$ cat config.mk
export PLATFORM = sky130hd
export DESIGN_NAME = ifu_axi_master
export DESIGN_NICKNAME = d
export VERILOG_FILES = /design/src/rtl/ifu_axi_master.sv
export SDC_FILE = /design/constraint.sdc
export NUM_CORES = 1
export LEC_CHECK = 0
export BUFFER_PORTS_ARGS = -buffer_cell sky130_fd_sc_hd__buf_2
export CAP_MARGIN = 40
export CORE_MARGIN = 2
export CORE_UTILIZATION = 49
export CTS_CLUSTER_DIAMETER = 80
export DETAILED_ROUTE_END_ITERATION = 8
export PLACE_DENSITY = 0.84
export RECOVER_POWER = 100
export SLEW_MARGIN = 0
export SYNTH_ARGS = -nofsm -noshare
export SYNTH_HDL_FRONTEND = slang
export SYNTH_SLANG_ARGS = --single-unit
$ cat constraint.sdc
create_clock -name clk -period 3.7 [get_ports clk]
set_input_delay 0.185 -clock clk [delete_from_list [all_inputs] [get_ports clk]]
set_output_delay 0.185 -clock clk [all_outputs]
set_load 0.03 [all_outputs]
$ cat src/rtl/ifu_axi_master.sv
// rtl/ifu_axi_master.sv - AXI-lite read master for instruction fetch
//
// Purpose:
//   Takes one fetch PC per request, issues a single AR beat to the instruction
//   SRAM, and hands the returned word to decode over a valid/ready pair.
//   Only one transaction is ever outstanding. A flush (redirect) discards any
//   in-flight fetch without breaking the AXI handshake rules. The write
//   channels are tied off.
//
// Ports:
//   clk, rst_n                      clock, asynchronous active-low reset
//   pc_valid, pc_ready, pc          fetch request from the PC stage
//   flush                           redirect, kills the in-flight fetch
//   inst_valid, inst_ready          instruction handshake to decode
//   inst, inst_pc, inst_err         fetched word, its PC, access fault flag
//   araddr, arvalid, arready        AXI read address channel
//   rdata, rresp, rvalid, rready    AXI read data channel
//   aw*, w*, b*                     AXI write channels, tied off / ignored

module ifu_axi_master #(
    parameter logic [31:0] INST_NOP = 32'h0000_0013
) (
    input  logic        clk,
    input  logic        rst_n,

    input  logic        pc_valid,
    output logic        pc_ready,
    input  logic [31:0] pc,
    input  logic        flush,

    output logic        inst_valid,
    input  logic        inst_ready,
    output logic [31:0] inst,
    output logic [31:0] inst_pc,
    output logic        inst_err,

    output logic [31:0] araddr,
    output logic        arvalid,
    input  logic        arready,

    input  logic [31:0] rdata,
    input  logic [1:0]  rresp,
    input  logic        rvalid,
    output logic        rready,

    output logic [31:0] awaddr,
    output logic        awvalid,
    input  logic        awready,

    output logic [31:0] wdata,
    output logic [3:0]  wstrb,
    output logic        wvalid,
    input  logic        wready,

    input  logic [1:0]  bresp,
    input  logic        bvalid,
    output logic        bready
);

    typedef enum logic [1:0] {
        S_IDLE = 2'd0,
        S_AR   = 2'd1,
        S_R    = 2'd2,
        S_HOLD = 2'd3
    } state_t;

    state_t state;
    state_t state_nxt;

    // Set when a flush lands while a fetch is on the bus; the response must
    // still be accepted but is then thrown away.
    logic drop;

    logic pc_fire;
    logic pc_misaligned;
    logic ar_fire;
    logic r_fire;
    logic r_discard;

    assign pc_fire       = pc_valid & pc_ready;
    assign pc_misaligned = (pc[1:0] != 2'b00);
    assign ar_fire       = arvalid & arready;
    assign r_fire        = rvalid & rready;
    // A flush arriving in the same cycle as the R handshake also kills the
    // response, otherwise a stale instruction would reach decode.
    assign r_discard     = drop | flush;

    // Write channels are never used.
    assign awaddr  = 32'h0;
    assign awvalid = 1'b0;
    assign wdata   = 32'h0;
    assign wstrb   = 4'h0;
    assign wvalid  = 1'b0;
    assign bready  = 1'b1;

    logic unused_inputs;
    assign unused_inputs = &{1'b0, awready, wready, bresp, bvalid};

    // State register
    always_ff @(posedge clk or negedge rst_n) begin
        if (!rst_n) begin
            state <= S_IDLE;
        end else begin
            state <= state_nxt;
        end
    end

    // Next-state logic
    always_comb begin
        state_nxt = state;
        case (state)
            S_IDLE: begin
                if (pc_fire) begin
                    state_nxt = pc_misaligned ? S_HOLD : S_AR;
                end
            end
            S_AR: begin
                if (ar_fire) begin
                    state_nxt = S_R;
                end
            end
            S_R: begin
                if (r_fire) begin
                    state_nxt = r_discard ? S_IDLE : S_HOLD;
                end
            end
            S_HOLD: begin
                if (inst_ready | flush) begin
                    state_nxt = S_IDLE;
                end
            end
            default: state_nxt = S_IDLE;
        endcase
    end

    // Output logic: the only combinational output is the request ready
    always_comb begin
        pc_ready = (state == S_IDLE) & ~flush;
    end

    // Registered outputs, updated on the events of the current state
    always_ff @(posedge clk or negedge rst_n) begin
        if (!rst_n) begin
            arvalid    <= 1'b0;
            araddr     <= 32'h0;
            rready     <= 1'b0;
            inst_valid <= 1'b0;
            inst       <= INST_NOP;
            inst_pc    <= 32'h0;
            inst_err   <= 1'b0;
            drop       <= 1'b0;
        end else begin
            case (state)
                S_IDLE: begin
                    if (pc_fire) begin
                        inst_pc <= pc;
                        drop    <= 1'b0;
                        if (pc_misaligned) begin
                            // Fault reported without touching the bus.
                            inst       <= INST_NOP;
                            inst_err   <= 1'b1;
                            inst_valid <= 1'b1;
                        end else begin
                            araddr  <= pc;
                            arvalid <= 1'b1;
                        end
                    end
                end
                S_AR: begin
                    if (flush) begin
                        drop <= 1'b1;
                    end
                    // arvalid/araddr stay put until the slave takes them.
                    if (ar_fire) begin
                        arvalid <= 1'b0;
                        rready  <= 1'b1;
                    end
                end
                S_R: begin
                    if (flush) begin
                        drop <= 1'b1;
                    end
                    if (r_fire) begin
                        rready <= 1'b0;
                        if (r_discard) begin
                            drop <= 1'b0;
                        end else begin
                            inst       <= (rresp == 2'b00) ? rdata : INST_NOP;
                            inst_err   <= (rresp != 2'b00);
                            inst_valid <= 1'b1;
                        end
                    end
                end
                S_HOLD: begin
                    if (inst_ready | flush) begin
                        inst_valid <= 1'b0;
                    end
                end
                default: begin
                    arvalid    <= 1'b0;
                    rready     <= 1'b0;
                    inst_valid <= 1'b0;
                end
            endcase
        end
    end

endmodule

== Yosys cells after proc, flatten, opt, wreduce, memory -nomap -nowiden ==
Index checks and enable logic that the tools add are counted.

* Register bits: 103
* Bits in latches: 0
* Memory bits (writable): 0
* ROM bits: 0
* Input port bits: 78
* Output and inout bits: 172
* Logic and storage cells: 78
* Memories: 0

* Add/sub/neg operators: 0
* Multipliers: 0
* Divide/modulo/power cells: 0
* Magnitude comparators: 0
* Eq/ne operators: 10
* Shifts and indexed selects: 0
* Muxes and demuxes: 34
* Bitwise gates (word level): 8
* Reductions and logical operators: 17

{| class="wikitable"
|+ Operators by type and width
! kind !! count
|-
| $mux W32 || 5
|-
| $pmux W32 S2 || 1
|-
| $mux W1 || 16
|-
| $ne A2 B2 Y1 const B || 7
|-
| $mux W2 || 6
|-
| $reduce_bool A2 Y1 || 5
|-
| $pmux W2 S4 || 1
|-
| $reduce_and A4 Y1 || 2
|-
| $pmux W1 S2 || 3
|-
| $pmux W1 S3 || 2
|-
| $reduce_and A3 Y1 || 2
|-
| $reduce_and A6 Y1 || 1
|-
| $reduce_bool A3 Y1 || 2
|-
| $reduce_and A5 Y1 || 1
|-
| $and A1 B1 Y1 || 4
|-
| $eq A2 B2 Y1 const B || 2
|-
| $logic_not A2 Y1 || 2
|-
| $reduce_and A2 Y1 || 2
|-
| $eq A2 B1 Y1 const B || 1
|-
| $not A1 Y1 || 2
|-
| $or A1 B1 Y1 || 2
|}

== Longest topological paths before layout ==
* Word-level depth: 5
* Gate-level depth with buffers: 8
* Gate-level depth less buffers: 6

== Worst setup path after synthesis ==
No wires, ideal clock.

* Path type: register to register
* Start point: register state[0]
* End point: register inst[10]
* Library setup time: 0.130 ns
* Data arrival time: 1.689 ns
* Required time: 3.570 ns
* Path slack: 1.881 ns
* Cell stages (with the launch flop): 8
* Path buffers: 1
* Period minus slack after synthesis: 1.819 ns
* Cells stage by stage: dfrtp_1 inv_1 ha_1 nor3b_2 a211oi_2 nand2b_2 buf_4 o2bb2ai_1

* Longest elaborated chain between the ends: 5
* Elaborated cells on any way between the ends: 11
* Those cells by class: 5 x eq/ne; 1 x mux; 2 x bitwise; 3 x reduce/logical

{| class="wikitable"
|+ RTL lines
! item !! line !! RTL
|-
| start, declared || 67 || <nowiki>state_t state;</nowiki>
|-
| start signal, assigned || 104 || <nowiki>state <= state_nxt;</nowiki>
|-
| $logic_not A2 Y1 || 138, 153 ||
|-
| $and A1 B1 Y1 || 138 || <nowiki>pc_ready = (state == S_IDLE) & ~flush;</nowiki>
|-
| $and A1 B1 Y1 || 80 || <nowiki>assign pc_fire = pc_valid & pc_ready;</nowiki>
|-
| $ne A2 B2 Y1 (no source line) || - ||
|-
| $reduce_and A5 Y1 (no source line) || - ||
|-
| end signal, assigned || 188 || <nowiki>inst <= (rresp == 2'b00) ? rdata : INST_NOP;</nowiki>
|-
| end, declared || 33 || <nowiki>output logic [31:0] inst,</nowiki>
|}

Several ways; a longest one is shown, not always the timed one.
A chain may end at the register's enable or synchronous reset.

== Final worst setup path ==
* Start point: register state[0]
* End point: register inst[0]

Same word-level chain as after synthesis.

==> flow_metrics.tcl <==
set metrics [dict create \
    p_int_uw 2520 \
    switchingPower_uw 2400 \
    num_vias 3381 \
    cts.sinks 103 \
    worstSetupPathType "register to register" \
    io_pins 250 \
    gp_congestion 0.936 \
    dp_hpwl_um 7930 \
    critPathSlowestCell "nand2b_1" \
    finalMaxSlewViolations 30 \
    drtAntennaViolNets 0 \
    area_delta_synth_final_pct 17.4 \
    critPathArrivalTime_ns 3.08 \
    synth_mux_area_share_pct 15.1 \
    drt_first_pass_iters 4 \
    worstPathCellList "inv_1 > ha_1 > nor3b_1 > a21oi_2 > nand2b_1 > o21ai_0" \
    holdPathEnd "inst[12]" \
    drive_above_1_share_pct 29.0 \
    violations "capacitance limit, slew limit" \
    rsz0062_at_grt "false" \
    required_ns 3.96 \
    grt_use_total_pct 20.0 \
    fmax_mhz 355 \
    clk_pin_slew_ns 0.11 \
    power.leakage_uw 0.00263 \
    setup_viol 0 \
    crit_fanout 33 \
    final.setup.tns_ns 0 \
    cts_buffers 9 \
    num_rows 35 \
    max_stage_delay_ns 0.82 \
    vdd_drop_max_uv 527 \
    globalRouteMet3Util_pct 6.29 \
    grt-ovfl-total 0 \
    drt_first_iter_violations 117 \
    r2r_end "inst[0]" \
    synth-adder-area-share_pct 1.58 \
    p_seq_share_pct 37.2 \
    die_y_um 102 \
    synth.distinct_cells 33 \
    io_buffers 173 \
    fin_nets 638 \
    use_met2_pct 35.2 \
    worstSetupStartpoint "state[0]" \
    synth-seq-area-share_pct 54.4 \
    finalInstanceArea_um2 5570 \
    coreArea_um2 9330 \
    post_drt_wl_per_cell_um 15.4 \
    grt_pass1_vias 3368 \
    via_per_inst 4.91 \
    holdPathStages 3 \
    status "finished, violations left" \
    syn_area_um2 4740 \
    cts_root_buf "clkbuf_8" \
    synth_seq_cells 103 \
    synth_compound_area_share_pct 8.63 \
    grt-busiest-layer "met2" \
    finalCoreUtilization_pct 59.7 \
    grt_use_met1_pct 23.9 \
    power.share.clock_pct 13.3 \
    clk_latency_ns 0.35 \
    nFillCells 823 \
    cp-end-kind "register" \
    holdCritStartpoint "rdata[12]" \
    pwr_density_cell_nw_per_um2 883 \
    dpl_cell_area_um2 5520 \
    synth-xor-area-share_pct 0 \
    cts_max_path_buffers 2 \
    syn_inst 382 \
    p_comb_share_pct 49.5 \
    skew_ns 0.0139 \
    start_util_pct 50.8 \
    antenna_found_initial 0 \
    holdCritPathClass "primary input to register" \
    relSlewSlack_pct -15.6 \
    synth_top_family_by_area "multiplexers" \
    switching_share_pct 48.8 \
    hold_viol 0 \
    synth_simple_gate_area_share_pct 6.52 \
    reg2reg_depth 6 \
    holdWs_ns 0.0704 \
    detail_route.drc_violations 0 \
    wirelength_um 10600 \
    crit-reg2reg-launch "state[0]" \
    drv_cap 1 \
    dieArea_um2 10500 \
    h-tree-depth 3 \
    tritoncts "built" \
    worstSetupStartpointType "register" \
    avgSynthCellArea_um2 12.4 \
    regToRegSetupSlack_ns 0.88 \
    grt_pass1_wl_um 16200 \
    period_share_pct 76.2 \
    ys_warn_count 0 \
    die_x_um 102 \
    grt_start_max_net_pins 55 \
    n_antenna_cell 0 \
    min_period_ns 2.82 \
    tightest_slew_ns 1.73 \
]
-- per-layer routing --
| layer | vias to the layer above | part of all wire, % | routed length [um] |
|---|---|---|---|
| met5 | - | 0 | 0 |
| met4 | 0 | 0.98 | 104 |
| met3 | 8 | 7.4 | 787 |
| met2 | 178 | 53 | 5610 |
| met1 | 1666 | 39 | 4100 |
| li1 | 1529 | - | - |
-- through the flow --
step | power, uW | std cells | setup slack [ns]
after CTS | 5070 | 688 | 1.24
after global placement | 4280 | 668 | 0.740
final | 4920 | 688 | 0.881
after detailed placement | 4410 | 671 | 1.25
after global routing | 5180 | 688 | 0.559
after floorplan | 3700 | 451 | 1.88
-- synthesized netlist by cell type --
master     number  area (um^2)
buf_4          74          556
a21oi_1         6         30.0
and3b_1         1         8.76
nor2b_1         2         12.5
o2bb2ai_1      30          263
a221oi_1        1         8.76
nor3b_1         1         7.51
a21boi_0        1         7.51
and2_1          4         25.0
o2111ai_1       1         8.76
o21ai_0        10         50.1
mux2_2         62          698
ha_1            6         75.1
a21oi_2         1         8.76
a21o_1          1         7.51
nand2_1         9         33.8
o21ai_1         1         5.00
dfrtp_1       100         2500
inv_1           5         18.8
nor2_1          8         30.0
a211oi_2        1         12.5
nand2b_2        1         8.76
conb_1          2         7.51
mux2i_1         2         20.0
nand3b_1        1         7.51
nor3b_2         1         12.5
or2_2           1         6.26
nand3_1        29          145
o211ai_1        1         7.51
dfstp_2         3         78.8
buf_2           9         45.0
clkbuf_1        6         22.5
nand4bb_1       1         11.3
-- worst max-delay path, delay by kind of cell (launching register included) --
family,cells,cell delay [ns]
AOI/OAI and AO/OA,2,0.89
adders and majority gates,1,0.30
buffers and inverters,1,0.11
DFF,1,0.43
and+or+nand+nor,2,1.01
-- registers in the layout, indices dropped and copies added (netlist names) --
signal,flops
inst_err,1
rready,1
araddr,32
arvalid,1
inst_valid,1
state,2
inst,32
inst_pc,32
drop,1
-- area by class of cell --
cell class,count,area [um^2],area share [%]
Sequential cell,103,2580,46.4
Multi-Input combinational cell,254,1780,32.0
Timing Repair Buffer,181,842,15.1
Tap cell,129,161,2.90
Clock buffer,9,124,2.23
Clock inverter,7,55.1,0.989
Inverter,5,18.8,0.337
-- cells in the final DEF (no fill, tap or decap), types with 3 or more instances in the layout --
cell type	n
mux2_2	62
inv_1	5
a21oi_1	6
ha_1	6
nand3_1	29
buf_2	71
o2bb2ai_1	30
dfstp_2	3
inv_6	3
o21ai_0	10
nand2_1	9
dfrtp_1	100
conb_1	71
nor2_1	8
clkbuf_8	9
clkbuf_1	103
-- worst max-delay path by stage --
stage,slack [ns],cells past startpoint,end
2_1_floorplan,1.88,7,inst[10]
3_3_place_gp,0.74,6,inst[11]
3_5_place_dp,1.25,6,araddr[27]
4_1_cts,1.24,6,araddr[27]
5_1_grt,0.56,3,inst[20]
6_report,0.88,6,inst[0]
-- cell families after synthesis --
| kind of cell | after synthesis |
|---|---|
| AOI/OAI and AO/OA | 54 |
| other | 2 |
| and+or+nand+nor | 59 |
| muxes | 64 |
| adders and majority gates | 6 |
| DFF | 103 |
| buffers and inverters | 94 |
-- what timing repair did --
action / 4_1_cts / 5_1_grt
hold buffers: 1 / 0
setup buffers: 0 / 0
hold endpoints to repair: 25 / 0
resized for setup: 0 / 0
-- power groups by stage --
| stage | Clock (uW) | Sequential, uW | Combinational [uW] |
|---|---|---|---|
| final | 654 | 1830 | 2430 |
| after global routing | 714 | 1880 | 2590 |
| after CTS | 676 | 1820 | 2580 |
| after detailed placement | 0 | 1830 | 2580 |
| after global placement | 0 | 1800 | 2480 |
| after floorplan | 0 | 2700 | 1000 |
Note: power is estimated with default switching activity, not from simulation.
